==> src/rtl/pipeline_stage_chain.sv <==
// pipeline_stage_chain: elastic register chain of STAGES slots with valid/ready at both
// ends, global stall (freeze), per-stage flush and a registered occupancy count.
// Optional performance counters (stall_cnt, bubble_cnt) are built when PIPE_PERF_EN is defined.
module pipeline_stage_chain #(
  parameter int WIDTH  = 32,
  parameter int STAGES = 4,
  localparam int CNT_W = $clog2(STAGES + 1)
) (
  input  logic              CLK,
  input  logic              RST,
  input  logic              in_valid,
  output logic              in_ready,
  input  logic [WIDTH-1:0]  in_data,
  output logic              out_valid,
  input  logic              out_ready,
  output logic [WIDTH-1:0]  out_data,
  input  logic              stall,
  input  logic [STAGES-1:0] flush,
  output logic [CNT_W-1:0]  occupancy
`ifdef PIPE_PERF_EN
  ,
  output logic [31:0]       stall_cnt,
  output logic [31:0]       bubble_cnt
`endif
);

  function automatic logic [CNT_W-1:0] popcount(input logic [STAGES-1:0] bits);
    logic [CNT_W-1:0] n;
    n = '0;
    for (int i = 0; i < STAGES; i++) n = n + CNT_W'(bits[i]);
    return n;
  endfunction

`ifdef PIPE_PERF_EN
  function automatic logic [31:0] sat_inc(input logic [31:0] c);
    return (c == 32'hFFFF_FFFF) ? c : c + 32'd1;
  endfunction
`endif

  logic [STAGES-1:0] vld;
  logic [STAGES-1:0] vld_nxt;
  logic [STAGES-1:0] load;
  logic [STAGES-1:0] arrive;
  logic [STAGES-1:0] leave;
  logic [STAGES:0]   rdy;
  logic [WIDTH-1:0]  dat [STAGES];
  logic [WIDTH-1:0]  src [STAGES];
  logic              in_fire;

  // Ready ripples back from the consumer: a stage can take data if empty or if it drains.
  always_comb begin
    logic r;
    r = out_ready;
    rdy[STAGES] = r;
    for (int i = STAGES - 1; i >= 0; i--) begin
      r = !vld[i] || r;
      rdy[i] = r;
    end
  end

  assign in_ready  = rdy[0] && !stall;
  assign in_fire   = in_valid && in_ready;
  assign out_valid = vld[STAGES-1] && !flush[STAGES-1];
  assign out_data  = dat[STAGES-1];

  // Next valid state per stage: flush wins over everything, stall freezes, else advance.
  always_comb begin
    vld_nxt = vld;
    load    = '0;
    arrive  = '0;
    leave   = '0;
    src[0]  = in_data;
    arrive[0] = in_fire;
    for (int i = 1; i < STAGES; i++) begin
      src[i]    = dat[i-1];
      arrive[i] = vld[i-1] && rdy[i] && !stall && !flush[i-1];
    end
    for (int i = 0; i < STAGES; i++) begin
      leave[i] = vld[i] && rdy[i+1] && !stall;
      if (flush[i]) begin
        vld_nxt[i] = 1'b0;
      end else if (arrive[i]) begin
        vld_nxt[i] = 1'b1;
        load[i]    = 1'b1;
      end else if (leave[i]) begin
        vld_nxt[i] = 1'b0;
      end
    end
  end

  // Valid bits and occupancy; occupancy tracks the count of the valid bits being loaded.
  always_ff @(posedge CLK or posedge RST) begin
    if (RST) begin
      vld       <= '0;
      occupancy <= '0;
    end else begin
      vld       <= vld_nxt;
      occupancy <= popcount(vld_nxt);
    end
  end

  // Payload registers only load when a stage accepts new data; invalid stages keep stale data.
  always_ff @(posedge CLK or posedge RST) begin
    if (RST) begin
      for (int i = 0; i < STAGES; i++) dat[i] <= '0;
    end else begin
      for (int i = 0; i < STAGES; i++)
        if (load[i]) dat[i] <= src[i];
    end
  end

`ifdef PIPE_PERF_EN
  // Saturating counters of frozen cycles and of cycles where the consumer waited on an empty output.
  always_ff @(posedge CLK or posedge RST) begin
    if (RST) begin
      stall_cnt  <= '0;
      bubble_cnt <= '0;
    end else begin
      if (stall) stall_cnt <= sat_inc(stall_cnt);
      if (!stall && out_ready && !out_valid) bubble_cnt <= sat_inc(bubble_cnt);
    end
  end
`endif

endmodule
==> config.mk <==
export PLATFORM = sky130hd
export DESIGN_NAME = pipeline_stage_chain
export DESIGN_NICKNAME = d
export VERILOG_FILES = /design/src/rtl/pipeline_stage_chain.sv
export SDC_FILE = /design/constraint.sdc
export NUM_CORES = 1
export LEC_CHECK = 0
export ABC_CLOCK_PERIOD_IN_PS = 5600
export CORE_AREA = 2 2 128 130
export DETAILED_ROUTE_END_ITERATION = 16
export DIE_AREA = 0 0 130 132
export SLEW_MARGIN = 30
export SYNTH_ARGS = -nofsm -noshare
export SYNTH_HDL_FRONTEND = slang
export SYNTH_SLANG_ARGS = --single-unit
==> constraint.sdc <==
create_clock -name CLK -period 5.6 [get_ports CLK]
set_input_delay 1.12 -clock CLK [delete_from_list [all_inputs] [get_ports CLK]]
set_output_delay 1.12 -clock CLK [all_outputs]
set_load 0.01 [all_outputs]
==> results of run 1 <==
routing by layer:
metal  share of wire  wire length (um)  GRT usage
met2            0.47              4496     0.1838
met3           0.057               539    0.04951
met1            0.45              4313     0.1620
met4           0.020               187    0.05197
met5               0                 0          0
logic make-up (layout without fill, tap and decap cells):
kind of cell	Yosys count	after routing	share of synthesized area
AND/OR/NAND/NOR	16	16	0.02522
AO/OA/AOI/OAI	9	9	0.01147
adder cells (fa/ha/maj)	3	3	0.008254
multiplexers	128	128	0.2662
buffers and inverters	51	118	0.06971
flip-flops	135	135	0.6191
worst max-delay path, stage by stage:
cell	delay (ps)
clkdlybuf4s50_1	540
and4b_4	250
a21oi_1	160
clkdlybuf4s50_1	560
Yosys cell counts (all sizes together), types with 2 or more instances:
cell / count
o21ai: 4
a21oi: 3
buf: 47
dfrtp: 135
mux2: 128
nor2b: 3
ha: 2
nand2b: 4
inv: 4
cell type report:
cell class | instances | area [um^2] | area share
flip-flops and latches | 135 | 3378 | 0.5013
multi-input cells | 156 | 1710 | 0.2538
repair buffers | 82 | 808.3 | 0.1199
clock buffers | 18 | 439.2 | 0.06517
well taps | 216 | 270.3 | 0.04010
clock inverters | 14 | 110.1 | 0.01634
inverters | 4 | 22.52 | 0.003342
layout by cell type (no fill, tap or decap):
master	netlist	layout
a211oi_4	1	1
a21o_1	1	1
a21oi_1	3	3
and2_1	1	1
and2b_1	1	1
and3b_1	1	1
and4b_4	1	1
buf_4	32	5
bufinv_16	0	1
clkbuf_16	0	17
clkbuf_8	0	1
clkdlybuf4s50_1	0	77
clkinv_2	0	8
clkinv_4	0	2
clkinvlp_4	0	3
dfrtp_1	135	135
fa_1	1	1
ha_1	2	2
inv_1	4	3
inv_8	0	1
mux2_1	3	3
mux2_2	122	122
mux2_4	3	3
nand2_1	1	1
nand2b_1	3	2
nand2b_4	1	2
nand3b_1	1	1
nand4bb_2	0	1
nor2_1	1	1
nor2b_1	3	3
nor4b_4	1	1
o21ai_0	4	4
registers in the layout, summed over array words and instances, names as in the netlist:
| signal | flops |
|---|---|
| out_data | 32 |
| dat | 96 |
| vld | 4 |
| occupancy | 3 |
final timing paths:
| kind | to | slack [ps] | cells after the start |
|---|---|---|---|
| max reg2reg | dat[100] | 3350 | 4 |
| min | dat[114] | 480 | 1 |
| max | in_ready | 1840 | 4 |
| min reg2reg | dat[114] | 480 | 1 |
| max in group asynchronous | dat[109] | 3410 | 3 |
| min in group asynchronous | out_data[6] | 1230 | 2 |
power breakdown:
group	switching (mW)	internal, mW	leakage [nW]
Clock	0.406	0.614	0.271
Combinational	0.0610	0.122	1.11
Sequential	0.0546	1.10	1.78
Total	0.522	1.83	3.16
==> tab_implementation.tex, run 1 <==
\begin{tabular}{lr}
\hline
Metric & Value \\
\hline
\multicolumn{2}{l}{\textbf{GRT}} \\
Vias in the first global route & 3109 \\
Total overflow reported by the global router & 0 \\
Wire length of the first global-routing pass & 16.25 mm \\
Overall Global Routing Usage & 0.1243 \\
Largest net degree at the start of global routing & 98 \\
Initial antenna violation count & 0 \\
\multicolumn{2}{l}{\textbf{Critical path}} \\
Critical path class & in -> out \\
Data required time of the worst path & 4480 ps \\
Launching element type of the critical path & input port \\
Startpoint of the most critical register-to-register path & vld[2] \\
Kind of end point of the critical path & primary output \\
Worst Setup SP & out\_ready \\
Data arrival time of the worst path & 2640 ps \\
Highest fanout seen on the critical path & 4 \\
\multicolumn{2}{l}{\textbf{Timing}} \\
Setup Viol. Count Final & 0 \\
Final critical path time including I/O delays and setup & 3759 ps \\
Max Clk Rate & 266.0 MHz \\
Unrepaired setup endpoints after global routing & no \\
Share of the clock period used by the worst path & 0.6713 \\
Min setup slack post-route & 1841 ps \\
Setup TNS Final & 0 ps \\
Worst Tran Pin Value & 667.7 ps \\
Hold Vio Cnt, Final & 0 \\
Headroom to the max-slew limit & 0.5535 \\
Maximum clock skew at final layout & 6.041 ps \\
Number of slew-limit violations in the final report & 0 \\
Worst-case hold slack & 481.8 ps \\
\multicolumn{2}{l}{\textbf{Clock tree}} \\
Clock-pin slew of the registers on the worst-case setup and hold paths & 50 ps \\
Count of instances resized after the clock tree is built & 0 \\
\# hold bufs at CTS & 0 \\
Root cell of the clock tree & clkbuf\_16 \\
H-tree levels & 4 \\
Number of buffers inserted by post-CTS setup repair & 0 \\
Maximum buffer depth of the clock tree & 2 \\
TritonCTS Buffers & 17 \\
TritonCTS clock tree & built \\
\# clock sinks & 135 \\
Worst-Skew Late Latency & 410 ps \\
\multicolumn{2}{l}{\textbf{Drt}} \\
Number of routed nets with antenna violations & 0 \\
Vias after detailed routing & 2814 \\
Vias/cell & 4.502 \\
Number of detailed-routing iterations run before antenna repair & 3 \\
Routed WL & 9.538 mm \\
Iteration-0 DRC Markers & 67 \\
Post-detailed-route wirelength per cell & 15.26 um \\
\# DRC & 0 \\
\multicolumn{2}{l}{\textbf{Synth}} \\
Area share of the leading cell type in the synthesized netlist & 0.6191 \\
Synthesized Nets & 386 \\
Post-synth top flop & dfrtp\_1 \\
Post-Synthesis Mean Instance Area & 15.95 um\^{}2 \\
Synthesized netlist cell count & 342 \\
Cell variety after synth & 26 \\
EDFF count, synth & 0 \\
Biggest area consumer among synthesized cells & dfrtp\_1 \\
Number of warning messages in the yosys log & 0 \\
Biggest area contributors in the synthesized netlist & dfrtp\_1, mux2\_2, buf\_4, buf\_6, mux2\_4 \\
Sequential element share of the synthesized area & 0.6191 \\
Flops \& latches, synth & 135 \\
Async set or reset register ratio after synthesis & 1.000 \\
Synthesized cell area & 5456 um\^{}2 \\
\multicolumn{2}{l}{\textbf{Place}} \\
Final RePlAce weighted congestion & 0.7086 \\
Placed cell count & 593 \\
Number of buffers inserted by port buffering & 77 \\
HPWL Detailed & 5.993 mm \\
Area after DPL & 6187 um\^{}2 \\
Post-placement worst setup slack & 1852 ps \\
\multicolumn{2}{l}{\textbf{Cells and area}} \\
Post-route insts no fill & 625 \\
Fill cell total of the finished layout & 1436 \\
Area of all placed cells without fillers & 6739 um\^{}2 \\
Fraction of layout cells with a size suffix above 1 & 0.4132 \\
ANT cells & 0 \\
Number of nets in the finished design & 440 \\
Area Overhead vs Synth & 23.50\% \\
Share of the core filled with cells in the final layout & 0.4289 \\
\multicolumn{2}{l}{\textbf{Die}} \\
Die area & 17160 um\^{}2 \\
Floorplan die width & 130 um \\
Die outline height & 132 um \\
Initial standard-cell utilization of the core & 0.3473 \\
Core area & 15710 um\^{}2 \\
Number of standard-cell rows in the floorplan & 46 \\
Number of placed I/O pins & 78 \\
\multicolumn{2}{l}{\textbf{Min path}} \\
Worst hold path startpoint & dat[114] \\
Hold WC Path Type & reg -> reg \\
\multicolumn{2}{l}{\textbf{Power}} \\
Tot Pwr & 2.354 mW \\
Peak supply drop & 0.0001833 V \\
PD cells & 349.3 nW/um\^{}2 \\
Leakage power figure & 3.155 nW \\
\multicolumn{2}{l}{\textbf{Run status}} \\
Run status & completed \\
\multicolumn{2}{l}{\textbf{Job}} \\
Max cap viols & 0 \\
\hline
\end{tabular}
(Power assumes the default switching activity.)
==> inputs of run 2 (changes only) <==
- ABC_CLOCK_PERIOD_IN_PS: 5600 -> 3200
- clock period: 5.6 -> 3.2 ns (I/O delays scaled with it)
==> tab_implementation.tex, run 2 (same netlist as run 1, synthesis figures left out) <==
\begin{tabular}{lr}
\hline
Metric & Value \\
\hline
\multicolumn{2}{l}{\textbf{Run status}} \\
Run status & completed (unchanged) \\
\multicolumn{2}{l}{\textbf{Power}} \\
Switching power total & 0.8884 mW (was 0.5221 mW) \\
Switching share of power & 0.2092 (was 0.2218) \\
Fraction of power consumed by sequential logic & 0.474 (was 0.489) \\
Part of the power in combinational logic & 0.077 (was 0.078) \\
Internal power & 3.358 mW (was 1.832 mW) \\
Peak supply drop & 0.0003529 V (was 0.0001833 V) \\
PD cells & 622.2 nW/um\^{}2 (was 349.3 nW/um\^{}2) \\
Leakage power figure & 3.187 nW (was 3.155 nW) \\
Clock network power share & 0.449 (was 0.434) \\
\multicolumn{2}{l}{\textbf{Clock tree}} \\
\# hold bufs at CTS & 0 (unchanged) \\
Clock-pin slew of the registers on the worst-case setup and hold paths & 50 ps (about the same) \\
TritonCTS Buffers & 17 (unchanged) \\
Maximum buffer depth of the clock tree & 2 (unchanged) \\
Count of instances resized after the clock tree is built & 0 (unchanged) \\
Root cell of the clock tree & clkbuf\_16 (unchanged) \\
\# clock sinks & 135 (unchanged) \\
Worst-Skew Late Latency & 410 ps (about the same) \\
TritonCTS clock tree & built (unchanged) \\
H-tree levels & 4 (unchanged) \\
Number of buffers inserted by post-CTS setup repair & 0 (unchanged) \\
\multicolumn{2}{l}{\textbf{Job}} \\
Max cap viols & 0 (unchanged) \\
\multicolumn{2}{l}{\textbf{Drt}} \\
Iteration-0 DRC Markers & 116 (was 67) \\
Post-detailed-route wirelength per cell & 15.63 um (was 15.26 um) \\
Routed WL & 9.801 mm (was 9.538 mm) \\
Number of detailed-routing iterations run before antenna repair & 4 (was 3) \\
Number of routed nets with antenna violations & 0 (unchanged) \\
\# DRC & 0 (unchanged) \\
Vias after detailed routing & 2775 (was 2814) \\
Vias/cell & 4.426 (was 4.502) \\
\multicolumn{2}{l}{\textbf{Critical path}} \\
Cells along the critical path & clkdlybuf4s50\_1 > and4b\_4 > a21oi\_1 > clkdlybuf4s50\_1 (unchanged) \\
Launching element type of the critical path & input port (unchanged) \\
Worst Setup SP & out\_ready (unchanged) \\
Kind of end point of the critical path & primary output (unchanged) \\
R2R setup slack & 970 ps (was 3350 ps) \\
Critical path class & in -> out (unchanged) \\
Data required time of the worst path & 2560 ps (was 4480 ps) \\
R2R depth & 7 (was 4) \\
Critical path destination & in\_ready (unchanged) \\
Critical Path Max Stage Delay & 570 ps (was 560 ps) \\
Highest fanout seen on the critical path & 4 (unchanged) \\
Cell mode on critical path & clkdlybuf4s50\_1 (unchanged) \\
CP max stage cell & clkdlybuf4s50\_1 (unchanged) \\
Data arrival time of the worst path & 2120 ps (was 2640 ps) \\
Capture point of the worst reg-to-reg path & occupancy[1] (was dat[100]) \\
Startpoint of the most critical register-to-register path & vld[2] (unchanged) \\
\multicolumn{2}{l}{\textbf{GRT}} \\
Total overflow reported by the global router & 0 (unchanged) \\
Overall Global Routing Usage & 0.1244 (was 0.1243) \\
Top Usage Layer GRT & met2 (unchanged) \\
Met1 capacity usage during global routing & 0.1699 (was 0.1620) \\
Met2 global-route usage & 0.1774 (was 0.1838) \\
Largest net degree at the start of global routing & 93 (was 98) \\
Vias in the first global route & 3025 (was 3109) \\
Global Route met3 Usage & 0.04667 (was 0.04951) \\
Initial antenna violation count & 1 (was 0) \\
Wire length of the first global-routing pass & 16.03 mm (was 16.25 mm) \\
\multicolumn{2}{l}{\textbf{Cells and area}} \\
Most common cell after layout, fill and taps aside & dfrtp\_1 (unchanged) \\
Fill cell total of the finished layout & 1426 (was 1436) \\
Share of the core filled with cells in the final layout & 0.4344 (was 0.4289) \\
Largest register FFs & 96 (unchanged) \\
Biggest register & dat (unchanged) \\
Fraction of layout cells with a size suffix above 1 & 0.4088 (was 0.4132) \\
Number of nets in the finished design & 443 (was 440) \\
ANT cells & 0 (unchanged) \\
Area Overhead vs Synth & 25.09\% (was 23.50\%) \\
Highest-count cells in the layout ignoring fill and taps & dfrtp\_1, mux2\_2, clkdlybuf4s50\_1 (unchanged) \\
\multicolumn{2}{l}{\textbf{Place}} \\
Final RePlAce weighted congestion & 0.7728 (was 0.7086) \\
HPWL Detailed & 6.109 mm (was 5.993 mm) \\
Number of buffers inserted by port buffering & 77 (unchanged) \\
\multicolumn{2}{l}{\textbf{Min path}} \\
Hold WC Path Type & reg -> reg (unchanged) \\
\multicolumn{2}{l}{\textbf{Die}} \\
Number of standard-cell rows in the floorplan & 46 (unchanged) \\
Die area & 17160 um\^{}2 (unchanged) \\
Core area & 15710 um\^{}2 (unchanged) \\
Floorplan die width & 130 um (unchanged) \\
Number of placed I/O pins & 78 (unchanged) \\
Initial standard-cell utilization of the core & 0.3473 (unchanged) \\
Die outline height & 132 um (unchanged) \\
\multicolumn{2}{l}{\textbf{Timing}} \\
Setup Viol. Count Final & 0 (unchanged) \\
Share of the clock period used by the worst path & 0.8613 \\
Max Clk Rate & 362.8 MHz \\
Unrepaired setup endpoints after global routing & no (unchanged) \\
Hold Vio Cnt, Final & 0 (unchanged) \\
Headroom to the max-slew limit & 0.6359 (was 0.5535) \\
Number of slew-limit violations in the final report & 0 (unchanged) \\
Final critical path time including I/O delays and setup & 2756 ps \\
Worst Tran Pin Value & 546.1 ps (was 667.7 ps) \\
Maximum clock skew at final layout & 5.621 ps (was 6.041 ps) \\
Setup TNS Final & 0 ps (unchanged) \\
\hline
\end{tabular}
[run 2: changes by cell type in the layout (fill, tap and decap cells not counted), sizes merged]
cell / delta
bufinv: +1
inv: -1
clkbuf: +6
clkinv: -7
buf: +3
[run 2: critical path, delay by kind of cell]
| kind | cells | cell delay [ps] |
|---|---|---|
| simple gates | 1 | 240 |
| buf+inv | 2 | 1090 |
| compound gates | 1 | 140 |
[run 2: through the flow]
step | hold slack [ps] | instances | total power, mW | setup WS, ps | instance area [um^2]
global route | 506.5 | 627 | 4.447 | 414.1 | 6825
CTS | 496.3 | 627 | 4.311 | 441.8 | 6825
global placement | 468.6 | 596 | 2.354 | 281.0 | 6240
finish | 490.3 | 627 | 4.247 | 443.7 | 6825
detailed placement | 483.0 | 596 | 2.379 | 251.9 | 6240
floorplan | 454.1 | 342 | 2.252 | 703.1 | 5460
[run 2: worst min path at each step]
stage                   from       end  slack (ps)  cells past startpoint
floorplan           dat[105]  dat[105]         450                      1
global route         dat[64]   dat[32]         510                      1
detailed placement  dat[105]  dat[105]         480                      1
global placement    dat[115]  dat[115]         470                      1
finish              dat[114]  dat[114]         490                      1
CTS                 dat[105]  dat[105]         500                      1
[run 2: power by group through the flow]
| stage | registers [mW] | logic [mW] | clock network (mW) |
|---|---|---|---|
| after floorplan | 2.01 | 0.240 | 0 |
| after global placement | 2.03 | 0.320 | 0 |
| after detailed placement | 2.05 | 0.332 | 0 |
| after CTS | 2.02 | 0.334 | 1.96 |
| after global routing | 2.04 | 0.361 | 2.04 |
| final | 2.01 | 0.325 | 1.91 |
[run 2: per-layer routing]
layer	vias up	wire length, um	share of wire
li1	1269	-	-
met1	1429	4596	0.47
met2	62	4456	0.45
met3	15	565	0.058
met4	0	183	0.019
met5	-	0	0
[run 2: layout make-up]
| cell class | count | area [um^2] | area share |
|---|---|---|---|
| tap | 216 | 270.3 | 0.03960 |
| multi-input combinational | 156 | 1717 | 0.2515 |
| timing repair buffer | 85 | 855.8 | 0.1254 |
| sequential | 135 | 3378 | 0.4950 |
| inverter | 4 | 18.77 | 0.002750 |
| clock buffer | 24 | 491.7 | 0.07204 |
| clock inverter | 7 | 93.84 | 0.01375 |
==> inputs of run 3 (changes only) <==
- ABC_AREA: default -> 1
- ABC_CLOCK_PERIOD_IN_PS: 3200 -> default
- CORE_AREA: 2 2 128 130 -> 2 2 132 134
- DIE_AREA: 0 0 130 132 -> 0 0 134 136
==> tab_implementation.tex, run 3 <==
\begin{tabular}{lr}
\hline
Metric & Value \\
\hline
\multicolumn{2}{l}{\textbf{Die}} \\
Core area & 16880 um\^{}2 (was 15710 um\^{}2) \\
Die outline height & 136 um (was 132 um) \\
Number of placed I/O pins & 78 (unchanged) \\
Die area & 18220 um\^{}2 (was 17160 um\^{}2) \\
Floorplan die width & 134 um (was 130 um) \\
Initial standard-cell utilization of the core & 0.3409 (was 0.3473) \\
Number of standard-cell rows in the floorplan & 48 (was 46) \\
\multicolumn{2}{l}{\textbf{Drt}} \\
Routed WL & 10.82 mm (was 9.801 mm) \\
Vias/cell & 4.275 (was 4.426) \\
Iteration-0 DRC Markers & 189 (was 116) \\
Number of detailed-routing iterations run before antenna repair & 6 (was 4) \\
Number of routed nets with antenna violations & 0 (unchanged) \\
Vias after detailed routing & 3822 (was 2775) \\
Post-detailed-route wirelength per cell & 12.10 um (was 15.63 um) \\
\# DRC & 0 (unchanged) \\
\multicolumn{2}{l}{\textbf{Clock tree}} \\
Clock-pin slew of the registers on the worst-case setup and hold paths & 50 ps (about the same) \\
Number of buffers inserted by post-CTS setup repair & 0 (unchanged) \\
H-tree levels & 4 (unchanged) \\
TritonCTS Buffers & 17 (unchanged) \\
\# hold bufs at CTS & 0 (unchanged) \\
TritonCTS clock tree & built (unchanged) \\
Maximum buffer depth of the clock tree & 2 (unchanged) \\
Count of instances resized after the clock tree is built & 0 (unchanged) \\
\# clock sinks & 135 (unchanged) \\
Worst-Skew Late Latency & 410 ps (about the same) \\
Root cell of the clock tree & clkbuf\_16 (unchanged) \\
\multicolumn{2}{l}{\textbf{Place}} \\
Final RePlAce weighted congestion & 0.7445 (was 0.7728) \\
HPWL Detailed & 7.737 mm (was 6.109 mm) \\
Number of buffers inserted by port buffering & 77 (unchanged) \\
Placed cell count & 862 (was 596) \\
\multicolumn{2}{l}{\textbf{Synth}} \\
Post-synth top flop & dfrtp\_1 (unchanged) \\
Biggest area consumer among synthesized cells & dfrtp\_1 (unchanged) \\
Library cell with the highest instance count after synthesis & nand2\_1 (was dfrtp\_1) \\
Number of warning messages in the yosys log & 0 (unchanged) \\
Synthesized netlist cell count & 613 (was 342) \\
Most common library cells after synthesis & nand2\_1, dfrtp\_1, inv\_1 (was dfrtp\_1, mux2\_2, buf\_4) \\
Flops \& latches, synth & 135 (unchanged) \\
Post-Synthesis Mean Instance Area & 9.385 um\^{}2 (was 15.95 um\^{}2) \\
Async set or reset register ratio after synthesis & 1.000 (unchanged) \\
Synthesized Nets & 657 (was 386) \\
Biggest area contributors in the synthesized netlist & dfrtp\_1, nand2\_1, buf\_4, inv\_1, o21ai\_0 (was dfrtp\_1, mux2\_2, buf\_4, buf\_6, mux2\_4) \\
Synthesized cell area & 5753 um\^{}2 (was 5456 um\^{}2) \\
Cell variety after synth & 24 (was 26) \\
Sequential element share of the synthesized area & 0.5872 (was 0.6191) \\
Area share of the leading cell type in the synthesized netlist & 0.5872 (was 0.6191) \\
EDFF count, synth & 0 (unchanged) \\
\multicolumn{2}{l}{\textbf{Cells and area}} \\
ANT cells & 0 (unchanged) \\
Most common cell after layout, fill and taps aside & nand2\_1 (was dfrtp\_1) \\
Number of nets in the finished design & 700 (was 443) \\
Area Overhead vs Synth & 24.10\% (was 25.09\%) \\
Share of the core filled with cells in the final layout & 0.4230 (was 0.4344) \\
Fill cell total of the finished layout & 1609 (was 1426) \\
Highest-count cells in the layout ignoring fill and taps & nand2\_1, dfrtp\_1, clkdlybuf4s50\_1 (was dfrtp\_1, mux2\_2, clkdlybuf4s50\_1) \\
Fraction of layout cells with a size suffix above 1 & 0.1151 (was 0.4088) \\
Biggest register & dat (unchanged) \\
Largest register FFs & 96 (unchanged) \\
Post-route insts no fill & 894 (was 627) \\
\multicolumn{2}{l}{\textbf{GRT}} \\
Top Usage Layer GRT & met2 (unchanged) \\
Global Route met3 Usage & 0.03020 (was 0.04667) \\
Total overflow reported by the global router & 0 (unchanged) \\
Wire length of the first global-routing pass & 18.23 mm (was 16.03 mm) \\
Met1 capacity usage during global routing & 0.1792 (was 0.1699) \\
Met2 global-route usage & 0.1792 (was 0.1774) \\
Overall Global Routing Usage & 0.1254 (was 0.1244) \\
Largest net degree at the start of global routing & 65 (was 93) \\
Vias in the first global route & 3752 (was 3025) \\
Initial antenna violation count & 0 (was 1) \\
\multicolumn{2}{l}{\textbf{Timing}} \\
Final critical path time including I/O delays and setup & 2709 ps (was 2756 ps) \\
Hold Vio Cnt, Final & 0 (unchanged) \\
Worst Tran Pin Value & 776.1 ps (was 546.1 ps) \\
Max Clk Rate & 369.2 MHz (was 362.8 MHz) \\
Setup TNS Final & 0 ps (unchanged) \\
Setup Viol. Count Final & 0 (unchanged) \\
Number of slew-limit violations in the final report & 0 (unchanged) \\
Unrepaired setup endpoints after global routing & no (unchanged) \\
Headroom to the max-slew limit & 0.4815 (was 0.6359) \\
Share of the clock period used by the worst path & 0.8464 (was 0.8613) \\
Maximum clock skew at final layout & 8.463 ps (was 5.621 ps) \\
\multicolumn{2}{l}{\textbf{Power}} \\
Leakage power figure & 3.534 nW (was 3.187 nW) \\
PD cells & 688.8 nW/um\^{}2 (was 622.2 nW/um\^{}2) \\
Peak supply drop & 0.0004011 V (was 0.0003529 V) \\
\multicolumn{2}{l}{\textbf{Critical path}} \\
Data required time of the worst path & 2560 ps (about the same) \\
Critical Path Max Stage Delay & 490 ps (was 570 ps) \\
Critical path class & in -> out (unchanged) \\
Cells along the critical path & clkdlybuf4s50\_1 > nor2\_4 > nand4\_2 > inv\_1 > nor2\_1 > clkdlybuf4s50\_1 (was clkdlybuf4s50\_1 > and4b\_4 > a21oi\_1 > clkdlybuf4s50\_1) \\
Buffers plus inverters on the worst setup path & 3 (was 2) \\
Kind of end point of the critical path & primary output (unchanged) \\
Launching element type of the critical path & input port (unchanged) \\
CP max stage cell & clkdlybuf4s50\_1 (unchanged) \\
Top delay family on crit path & buffers and inverters (unchanged) \\
Highest fanout seen on the critical path & 3 (was 4) \\
Data arrival time of the worst path & 2070 ps (was 2120 ps) \\
Cell mode on critical path & clkdlybuf4s50\_1 (unchanged) \\
\multicolumn{2}{l}{\textbf{Run status}} \\
Run status & completed (unchanged) \\
\multicolumn{2}{l}{\textbf{Job}} \\
Max cap viols & 0 (unchanged) \\
\multicolumn{2}{l}{\textbf{Min path}} \\
Hold WC Path Type & reg -> reg (unchanged) \\
\hline
\end{tabular}
-- run 3: cell types whose count changed after synthesis, moves of 16 or more --
cell	delta
nand4_1	+32
nand3_1	+16
a21oi_1	+16
inv_1	+72
mux2_2	-122
nand2_1	+161
nor2_1	+25
o21ai_0	+41
o21ai_2	+19
-- run 3: layout make-up --
| class | instances | area [um^2] | share of cell area |
|---|---|---|---|
| clock buffer | 19 | 442.9 | 0.06204 |
| clock inverter | 13 | 226.5 | 0.03172 |
| inverter | 79 | 300.3 | 0.04206 |
| multi-input combinational | 334 | 1624 | 0.2275 |
| sequential | 135 | 3378 | 0.4732 |
| tap | 225 | 281.5 | 0.03943 |
| timing repair buffer | 89 | 885.9 | 0.1241 |
-- run 3: logic make-up (layout without fill, tap and decap cells) --
logic type                 Yosys count  in the layout  synth area share
DFF                                135            135            0.5872
AOI/OAI and AO/OA                   86             86           0.08721
adders and majority gates            3              3          0.007829
and+or+nand+nor                    245            245            0.1855
buffers and inverters              144            200            0.1322
-- run 3: worst register-to-register path, cell delays in order (launching register included) --
cell,delay (ps)
dfrtp_1,350
inv_2,60
nor2_4,120
nand2_1,90
nand2_1,70
nand2_1,40
o21ai_0,210
inv_1,100
fa_1,510
inv_1,40
ha_1,180
ha_1,270
-- run 3: power by group --
| group | leakage [nW] | switching (mW) | internal (mW) |
|---|---|---|---|
| clock network | 0.319 | 0.683 | 1.48 |
| logic | 1.50 | 0.323 | 0.274 |
| registers | 1.72 | 0.148 | 2.01 |
-- run 3: through the flow --
step | area (um^2) | power, mW | hold slack, ps | worst slack [ps]
4_1_cts | 7139 | 4.972 | 473.5 | 477.2
3_3_place_gp | 6470 | 2.765 | 456.0 | 321.0
5_1_grt | 7139 | 5.170 | 488.3 | 428.7
6_report | 7139 | 4.918 | 469.2 | 491.5
3_5_place_dp | 6470 | 2.797 | 459.5 | 268.8
2_1_floorplan | 5757 | 2.580 | 441.9 | 873.7
-- run 3: layer usage --
metal	vias to the layer above	share of wire
li1	1980	-
met5	-	0
met2	68	0.43
met4	0	0.016
met1	1764	0.52
met3	10	0.034
-- run 3: final timing paths --
check / startpoint / endpoint / cells past startpoint / slack, ps
max in group asynchronous: RST / dat[115] / 3 / 1780
hold reg to reg: dat[112] / dat[112] / 2 / 470
setup / recovery: out_ready / in_ready / 6 / 490
hold / removal: dat[112] / dat[112] / 2 / 470
setup reg to reg: vld[3] / occupancy[1] / 11 / 1040
min in group asynchronous: RST / out_data[3] / 2 / 720
